$ cat src/rtl/membus_uart_tx.sv
// membus_uart_tx: memory-bus mapped UART transmitter.
// TXDATA at BASE_ADDR pushes a byte into a small FIFO; STATUS at BASE_ADDR+4 reports
// {parity_en, overflow, full, empty, busy}. Frames are 8N1 by default.
// Optional feature macro: UART_TX_PARITY_EN inserts an even-parity bit between data and stop.
module membus_uart_tx #(
  parameter logic [31:0] BASE_ADDR    = 32'h4000_0018,
  parameter int unsigned CLKS_PER_BIT = 868,
  parameter int unsigned FIFO_DEPTH   = 4
) (
  input  logic        clk,
  input  logic        reset,
  input  logic [31:0] Address,
  input  logic [31:0] Write_data,
  input  logic        MemRead,
  input  logic        MemWrite,
  output logic [31:0] Read_data,
  output logic        tx
);

  localparam int unsigned PtrW       = $clog2(FIFO_DEPTH);
  localparam logic [31:0] StatusAddr = BASE_ADDR + 32'd4;
  localparam logic [15:0] BitEnd     = 16'(CLKS_PER_BIT - 1);
  localparam logic [PtrW:0] CountFull = (PtrW + 1)'(FIFO_DEPTH);
`ifdef UART_TX_PARITY_EN
  localparam logic ParityEn = 1'b1;
`else
  localparam logic ParityEn = 1'b0;
`endif

  typedef enum logic [2:0] {StIdle, StStart, StData, StParity, StStop} state_e;

  logic [7:0]      fifo_q [FIFO_DEPTH];
  logic [PtrW-1:0] wr_ptr_q, rd_ptr_q;
  logic [PtrW:0]   count_q, count_d;
  logic            overflow_q, overflow_d;
  logic            empty, full, wr_txdata, wr_status, push_ok, pop;

  state_e          state_q, state_d;
  logic [15:0]     cnt_q, cnt_d;
  logic [2:0]      bit_q, bit_d;
  logic [7:0]      shift_q, shift_d;
  logic            tx_q, tx_d;
  logic            bit_end;
`ifdef UART_TX_PARITY_EN
  logic            parity_q, parity_d;
`endif

  // Only the low byte of a TXDATA write is meaningful.
  logic unused_wdata;
  assign unused_wdata = ^Write_data[31:8];

  assign empty     = (count_q == '0);
  assign full      = (count_q == CountFull);
  assign wr_txdata = MemWrite && (Address == BASE_ADDR);
  assign wr_status = MemWrite && (Address == StatusAddr);
  // A pop in the same cycle frees a slot, so a push into a full FIFO still lands.
  assign push_ok   = wr_txdata && (!full || pop);
  assign bit_end   = (cnt_q == BitEnd);
  assign tx        = tx_q;

  // FIFO storage; no reset needed since count_q defines which entries are valid.
  always_ff @(posedge clk) begin
    if (push_ok) fifo_q[wr_ptr_q] <= Write_data[7:0];
  end

  // FIFO occupancy and sticky overflow next-state.
  always_comb begin
    count_d = count_q;
    if (push_ok && !pop) begin
      count_d = count_q + 1'b1;
    end else if (!push_ok && pop) begin
      count_d = count_q - 1'b1;
    end
    overflow_d = overflow_q;
    if (wr_status) begin
      overflow_d = 1'b0;
    end else if (wr_txdata && !push_ok) begin
      overflow_d = 1'b1;
    end
  end

  // FIFO pointers, count and overflow flag.
  always_ff @(posedge clk or posedge reset) begin
    if (reset) begin
      wr_ptr_q   <= '0;
      rd_ptr_q   <= '0;
      count_q    <= '0;
      overflow_q <= 1'b0;
    end else begin
      if (push_ok) wr_ptr_q <= wr_ptr_q + 1'b1;
      if (pop)     rd_ptr_q <= rd_ptr_q + 1'b1;
      count_q    <= count_d;
      overflow_q <= overflow_d;
    end
  end

  // Transmit FSM next-state; tx_d reflects the current state so tx lags state by one cycle.
  always_comb begin
    state_d  = state_q;
    cnt_d    = cnt_q;
    bit_d    = bit_q;
    shift_d  = shift_q;
    pop      = 1'b0;
    tx_d     = 1'b1;
`ifdef UART_TX_PARITY_EN
    parity_d = parity_q;
`endif
    unique case (state_q)
      StIdle: begin
        if (!empty) begin
          pop      = 1'b1;
          shift_d  = fifo_q[rd_ptr_q];
`ifdef UART_TX_PARITY_EN
          parity_d = ^fifo_q[rd_ptr_q];
`endif
          cnt_d    = '0;
          state_d  = StStart;
        end
      end
      StStart: begin
        tx_d = 1'b0;
        if (bit_end) begin
          cnt_d   = '0;
          bit_d   = '0;
          state_d = StData;
        end else begin
          cnt_d = cnt_q + 16'd1;
        end
      end
      StData: begin
        tx_d = shift_q[0];
        if (bit_end) begin
          cnt_d   = '0;
          shift_d = {1'b0, shift_q[7:1]};
          if (bit_q == 3'd7) begin
`ifdef UART_TX_PARITY_EN
            state_d = StParity;
`else
            state_d = StStop;
`endif
          end else begin
            bit_d = bit_q + 3'd1;
          end
        end else begin
          cnt_d = cnt_q + 16'd1;
        end
      end
      StParity: begin
`ifdef UART_TX_PARITY_EN
        tx_d = parity_q;
`endif
        if (bit_end) begin
          cnt_d   = '0;
          state_d = StStop;
        end else begin
          cnt_d = cnt_q + 16'd1;
        end
      end
      StStop: begin
        if (bit_end) begin
          cnt_d   = '0;
          state_d = StIdle;
        end else begin
          cnt_d = cnt_q + 16'd1;
        end
      end
      default: state_d = StIdle;
    endcase
  end

  // Transmit FSM state, counters, shift register and registered tx pin.
  always_ff @(posedge clk or posedge reset) begin
    if (reset) begin
      state_q  <= StIdle;
      cnt_q    <= '0;
      bit_q    <= '0;
      shift_q  <= '0;
      tx_q     <= 1'b1;
`ifdef UART_TX_PARITY_EN
      parity_q <= 1'b0;
`endif
    end else begin
      state_q  <= state_d;
      cnt_q    <= cnt_d;
      bit_q    <= bit_d;
      shift_q  <= shift_d;
      tx_q     <= tx_d;
`ifdef UART_TX_PARITY_EN
      parity_q <= parity_d;
`endif
    end
  end

  // Combinational read path; only STATUS returns non-zero data.
  always_comb begin
    Read_data = '0;
    if (MemRead && (Address == StatusAddr)) begin
      Read_data[0] = (state_q != StIdle);
      Read_data[1] = full;
      Read_data[2] = empty;
      Read_data[3] = overflow_q;
      Read_data[4] = ParityEn;
    end
  end

endmodule

$ cat config.mk
export PLATFORM = sky130hd
export DESIGN_NAME = membus_uart_tx
export DESIGN_NICKNAME = d
export VERILOG_FILES = /design/src/rtl/membus_uart_tx.sv
export SDC_FILE = /design/constraint.sdc
export NUM_CORES = 1
export LEC_CHECK = 0
export CORE_AREA = 8 8 95 97
export DETAILED_ROUTE_END_ITERATION = 10
export DIE_AREA = 0 0 103 105
export PLACE_DENSITY_LB_ADDON = 0.08
export SLEW_MARGIN = 15
export SYNTH_ARGS = -nofsm -noshare
export SYNTH_HDL_FRONTEND = slang
export SYNTH_SLANG_ARGS = --single-unit
$ cat constraint.sdc
create_clock -name clk -period 4.9 [get_ports clk]
set_clock_uncertainty 0.05 [all_clocks]
set_input_delay 0.735 -clock clk [delete_from_list [all_inputs] [get_ports clk]]
set_output_delay 0.735 -clock clk [all_outputs]
set_load 0.03 [all_outputs]
==> results.md <==
Global route:
- Global routing used roughly 15% of the available tracks.
- The remaining global-route overflow is 0.
- Entering global routing, the biggest net connects 40 pins.
- The via count of the first global-routing pass is 2,639.
- The number of antenna violations at the first check in global routing was 0.
- The first-pass GRT wire length is ~13,000 µm.

Yosys:
- The synthesized design devotes to its leading area cell type between 20% and 30% of total area.
- The total number of yosys warnings is 0.
- The async set-or-reset flop fraction in the synthesized netlist is 54.9%.
- sky130_fd_sc_hd__edfxtp_1 takes more of the synthesized area than any other cell.
- A synthesized cell averages 12.2 µm².
- The cell count after synthesis is 301.
- In this run, synthesis produced a sequential element count of 71.
- By count the netlist is led by sky130_fd_sc_hd__dfrtp_1, sky130_fd_sc_hd__edfxtp_1, sky130_fd_sc_hd__buf_4.
- Among all flip-flop cells after synthesis, the most frequent one is sky130_fd_sc_hd__dfrtp_1.
- The most used standard cell by instance count after synthesis is sky130_fd_sc_hd__dfrtp_1.
- The sequential fraction of the synthesis area is 52.6%.
- The cell area after synthesis is 3680 µm².
- The number of different library cells used by synthesis comes to 55.
- The number of enable flip-flop cells after synthesis is 32.
- By area the synthesized netlist is led by sky130_fd_sc_hd__edfxtp_1, sky130_fd_sc_hd__dfrtp_1, sky130_fd_sc_hd__buf_4.

Pwr:
- Dividing total power by cell area gives a power density of ~290 nW/µm².
- In this run the power spent charging and discharging nets is 0.301 mW.
- The internal cell power is 0.954 mW.
- The clock network burns between 40 and 50% of the power.
- Net switching is approximately a quarter of the power.
- In this run, the combinational gates consume 6.1% of the power.
- The worst ir drop on vdd is about 0.00030 V.
- In this run, flip-flops and latches consume between 40 and 50% of the power.
- For this design the static power due to leakage is 1.73 nW.

Drt:
- The via count is 2,473.
- The average wire per standard cell is 16.2 µm.
- The pre-antenna-repair detailed-routing pass consisted of 4 iterations.
- The post-detailed-routing wire length is 7370 µm.
- Using the TritonRoute via totals, the vias-per-cell ratio works out to 5.44.
- The number of nets still failing antenna checks after routing is 0.
- After the first detailed-routing iteration, the DRC count stood at 48.
- The DRC violation count after routing is 0.

Worst setup path:
- The endpoint kind of the worst setup timing path is a primary output.
- The setup slack of the worst register-to-register path is roughly 2 ns.
- The worst setup path is of the input port to primary output kind.
- In this run the worst path has a maximum fanout of 5.
- The number of cells traversed by the worst register-to-register path is 9.
- The type of element launching the critical path is an input port.
- Data on the critical path is required at its endpoint by 4.12 ns.
- In this run the critical register-to-register path is captured at count_q[2]$_DFFE_PP0P_.
- STA puts the critical path data arrival time at 3.11 ns.
- In this run the critical register-to-register path is launched from state_q[2]$_DFFE_PP0P_.

Floorplan:
- The initial core utilization is 48.9%.
- The die span in x is 103 µm.
- The floorplan row count is 32.
- 101 I/O pins were placed.
- The area of the placeable core is ~7500 µm².
- The height of the chip is 105 µm.
- The die covers 10,800 µm².

Final layout:
- The area growth from synthesis to layout is 18.6%.
- The net count of the finished layout is 425.
- Across the whole layout, storage elements account for around 1900 µm².
- In the final layout, the share of cells above drive strength 1 is ~15%.
- The final-layout fill cell count is 641.
- 0 antenna diodes ended up in the layout.
- The area of the multi-input gates is about 1500 µm².

Flow run:
- The tool flagged a number of max-cap violations equal to 0.

Timing:
- The clock period could shrink to 3.89 ns.
- In the final timing run, aggregate negative setup slack is 0 ns.
- The count of final max-slew check failures came to 0.
- Setup violations remaining at the end of the flow were counted as 0.
- The worst path uses 79.5% of the clock period.
- The worst pin sits at a relative slew slack of 41.9%.
- On the final layout, the worst hold slack is 0.437 ns.
- The number of hold-slack violations in the final timing report is 0.
- Setup repair after global routing left no endpoint under its margin.
- The maximum achievable frequency is 257 MHz.
- The measured slew at the worst slew-check pin is 0.869 ns.

Clock tree:
- The CTS tree is built.
- The total number of clock tree sinks is 71.
- Hold repair after CTS inserted 0 buffers.
- Clock-pin slew was measured on the worst setup and hold paths at 0.09 ns.
- The later pin in the worst-skew pair is clocked with a latency of 0.35 ns.
- The number of clock buffers added by TritonCTS is 9.
- The H-tree level count is 3.
- The number of setup buffers added after CTS is 0.
- The maximum buffer depth of the clock tree is 2.
- The total of cells resized after clock tree synthesis is 0.
- The clock root buffer master is sky130_fd_sc_hd__clkbuf_8.

Placement:
- The half-perimeter wire length after placement is 5310 µm.
- During placement, the flow inserted port buffers numbering 48.
- The congestion estimate from routability-driven global placement came to 0.813.

Hold path:
- The min-delay analysis places its worst path in the category flip-flop to flip-flop.
- The worst hold path depth is 1.
- The start point of the worst min-delay path is cnt_q[15]$_DFFE_PP0P_.
- The path with the worst hold slack has its endpoint at cnt_q[15]$_DFFE_PP0P_.

Status:
- The flow ran to the end, and the final reports show no timing, DRC or antenna violations.
-- critical path: stages --
cell	delay, ns
sky130_fd_sc_hd__clkdlybuf4s50_1	0.42
sky130_fd_sc_hd__nor4_1	0.32
sky130_fd_sc_hd__nand4_1	0.25
sky130_fd_sc_hd__or3_1	0.46
sky130_fd_sc_hd__nor4_1	0.19
sky130_fd_sc_hd__clkdlybuf4s50_1	0.73
-- state kept, by name, summed over array words and instances (netlist names), 2 cells and up --
register  count
bit_q         3
wr_ptr_q      2
count_q       3
state_q       3
cnt_q        16
fifo_q       32
rd_ptr_q      2
shift_q       8
-- power groups by stage --
| stage | registers [mW] | clock network (mW) | logic (mW) |
|---|---|---|---|
| after global routing | 0.622 | 0.594 | 0.0824 |
| after floorplan | 0.635 | 0 | 0.0525 |
| final | 0.622 | 0.557 | 0.0760 |
| after global placement | 0.635 | 0 | 0.0746 |
| after CTS | 0.622 | 0.567 | 0.0759 |
| after detailed placement | 0.635 | 0 | 0.0759 |
-- routing by layer --
layer	track usage [%]	vias up	share of wire, %
li1	-	1180	-
met1	18.7	1211	45
met2	23.2	74	48
met3	4.58	8	5.9
met4	4.76	0	1.1
met5	0	-	0
-- cell type report --
class / count / share of cell area, %
Sequential cell: 71 / 44.4
Multi-Input combinational cell: 205 / 34.9
Timing Repair Buffer: 51 / 11.5
Tap cell: 102 / 2.92
Clock buffer: 9 / 2.84
Clock inverter: 7 / 2.55
Inverter: 10 / 0.859
-- cells in the final DEF, fill, tap and decap left out, types with 6 or more instances in the layout --
cell	instances
sky130_fd_sc_hd__ha_1	8
sky130_fd_sc_hd__clkbuf_8	9
sky130_fd_sc_hd__nor4_1	12
sky130_fd_sc_hd__inv_1	10
sky130_fd_sc_hd__or3_1	7
sky130_fd_sc_hd__edfxtp_1	32
sky130_fd_sc_hd__nor2_1	17
sky130_fd_sc_hd__nand2_1	9
sky130_fd_sc_hd__dfrtp_1	38
sky130_fd_sc_hd__nor3_1	6
sky130_fd_sc_hd__conb_1	28
sky130_fd_sc_hd__mux2_2	17
sky130_fd_sc_hd__clkdlybuf4s50_1	48
sky130_fd_sc_hd__nand4_1	7
sky130_fd_sc_hd__mux4_2	8
sky130_fd_sc_hd__a31oi_1	16
-- per-stage QoR --
stage / setup slack [ns] / total power [mW] / std cells / utilization (%) / area, µm²
4_1_cts: 0.936 / 1.27 / 455 / 58.0 / 4370
6_report: 1.01 / 1.25 / 455 / 58.0 / 4370
3_3_place_gp: 0.933 / 0.709 / 439 / 54.9 / 4130
2_1_floorplan: 1.53 / 0.687 / 328 / - / 3780
5_1_grt: 0.741 / 1.30 / 455 / 58.0 / 4370
3_5_place_dp: 0.947 / 0.711 / 439 / 54.9 / 4130
-- kinds of logic after synthesis --
logic type	share of synthesized area, %
AO/OA/AOI/OAI	8.60
XOR/XNOR	1.43
adder cells (fa/ha/maj)	3.26
buffers and inverters	8.66
AND/OR/NAND/NOR	14.7
other	0.102
multiplexers	10.6
flip-flops	52.6
-- worst max path at each step --
stage,from,cells after the start,to
finish,Address[17],6,Read_data[2]
CTS,Address[17],6,Read_data[2]
global route,Address[5],6,Read_data[2]
floorplan,Address[8],4,Read_data[2]
global placement,Address[17],6,Read_data[2]
detailed placement,Address[17],6,Read_data[2]
No activity file was read; power rests on OpenSTA's default activity.
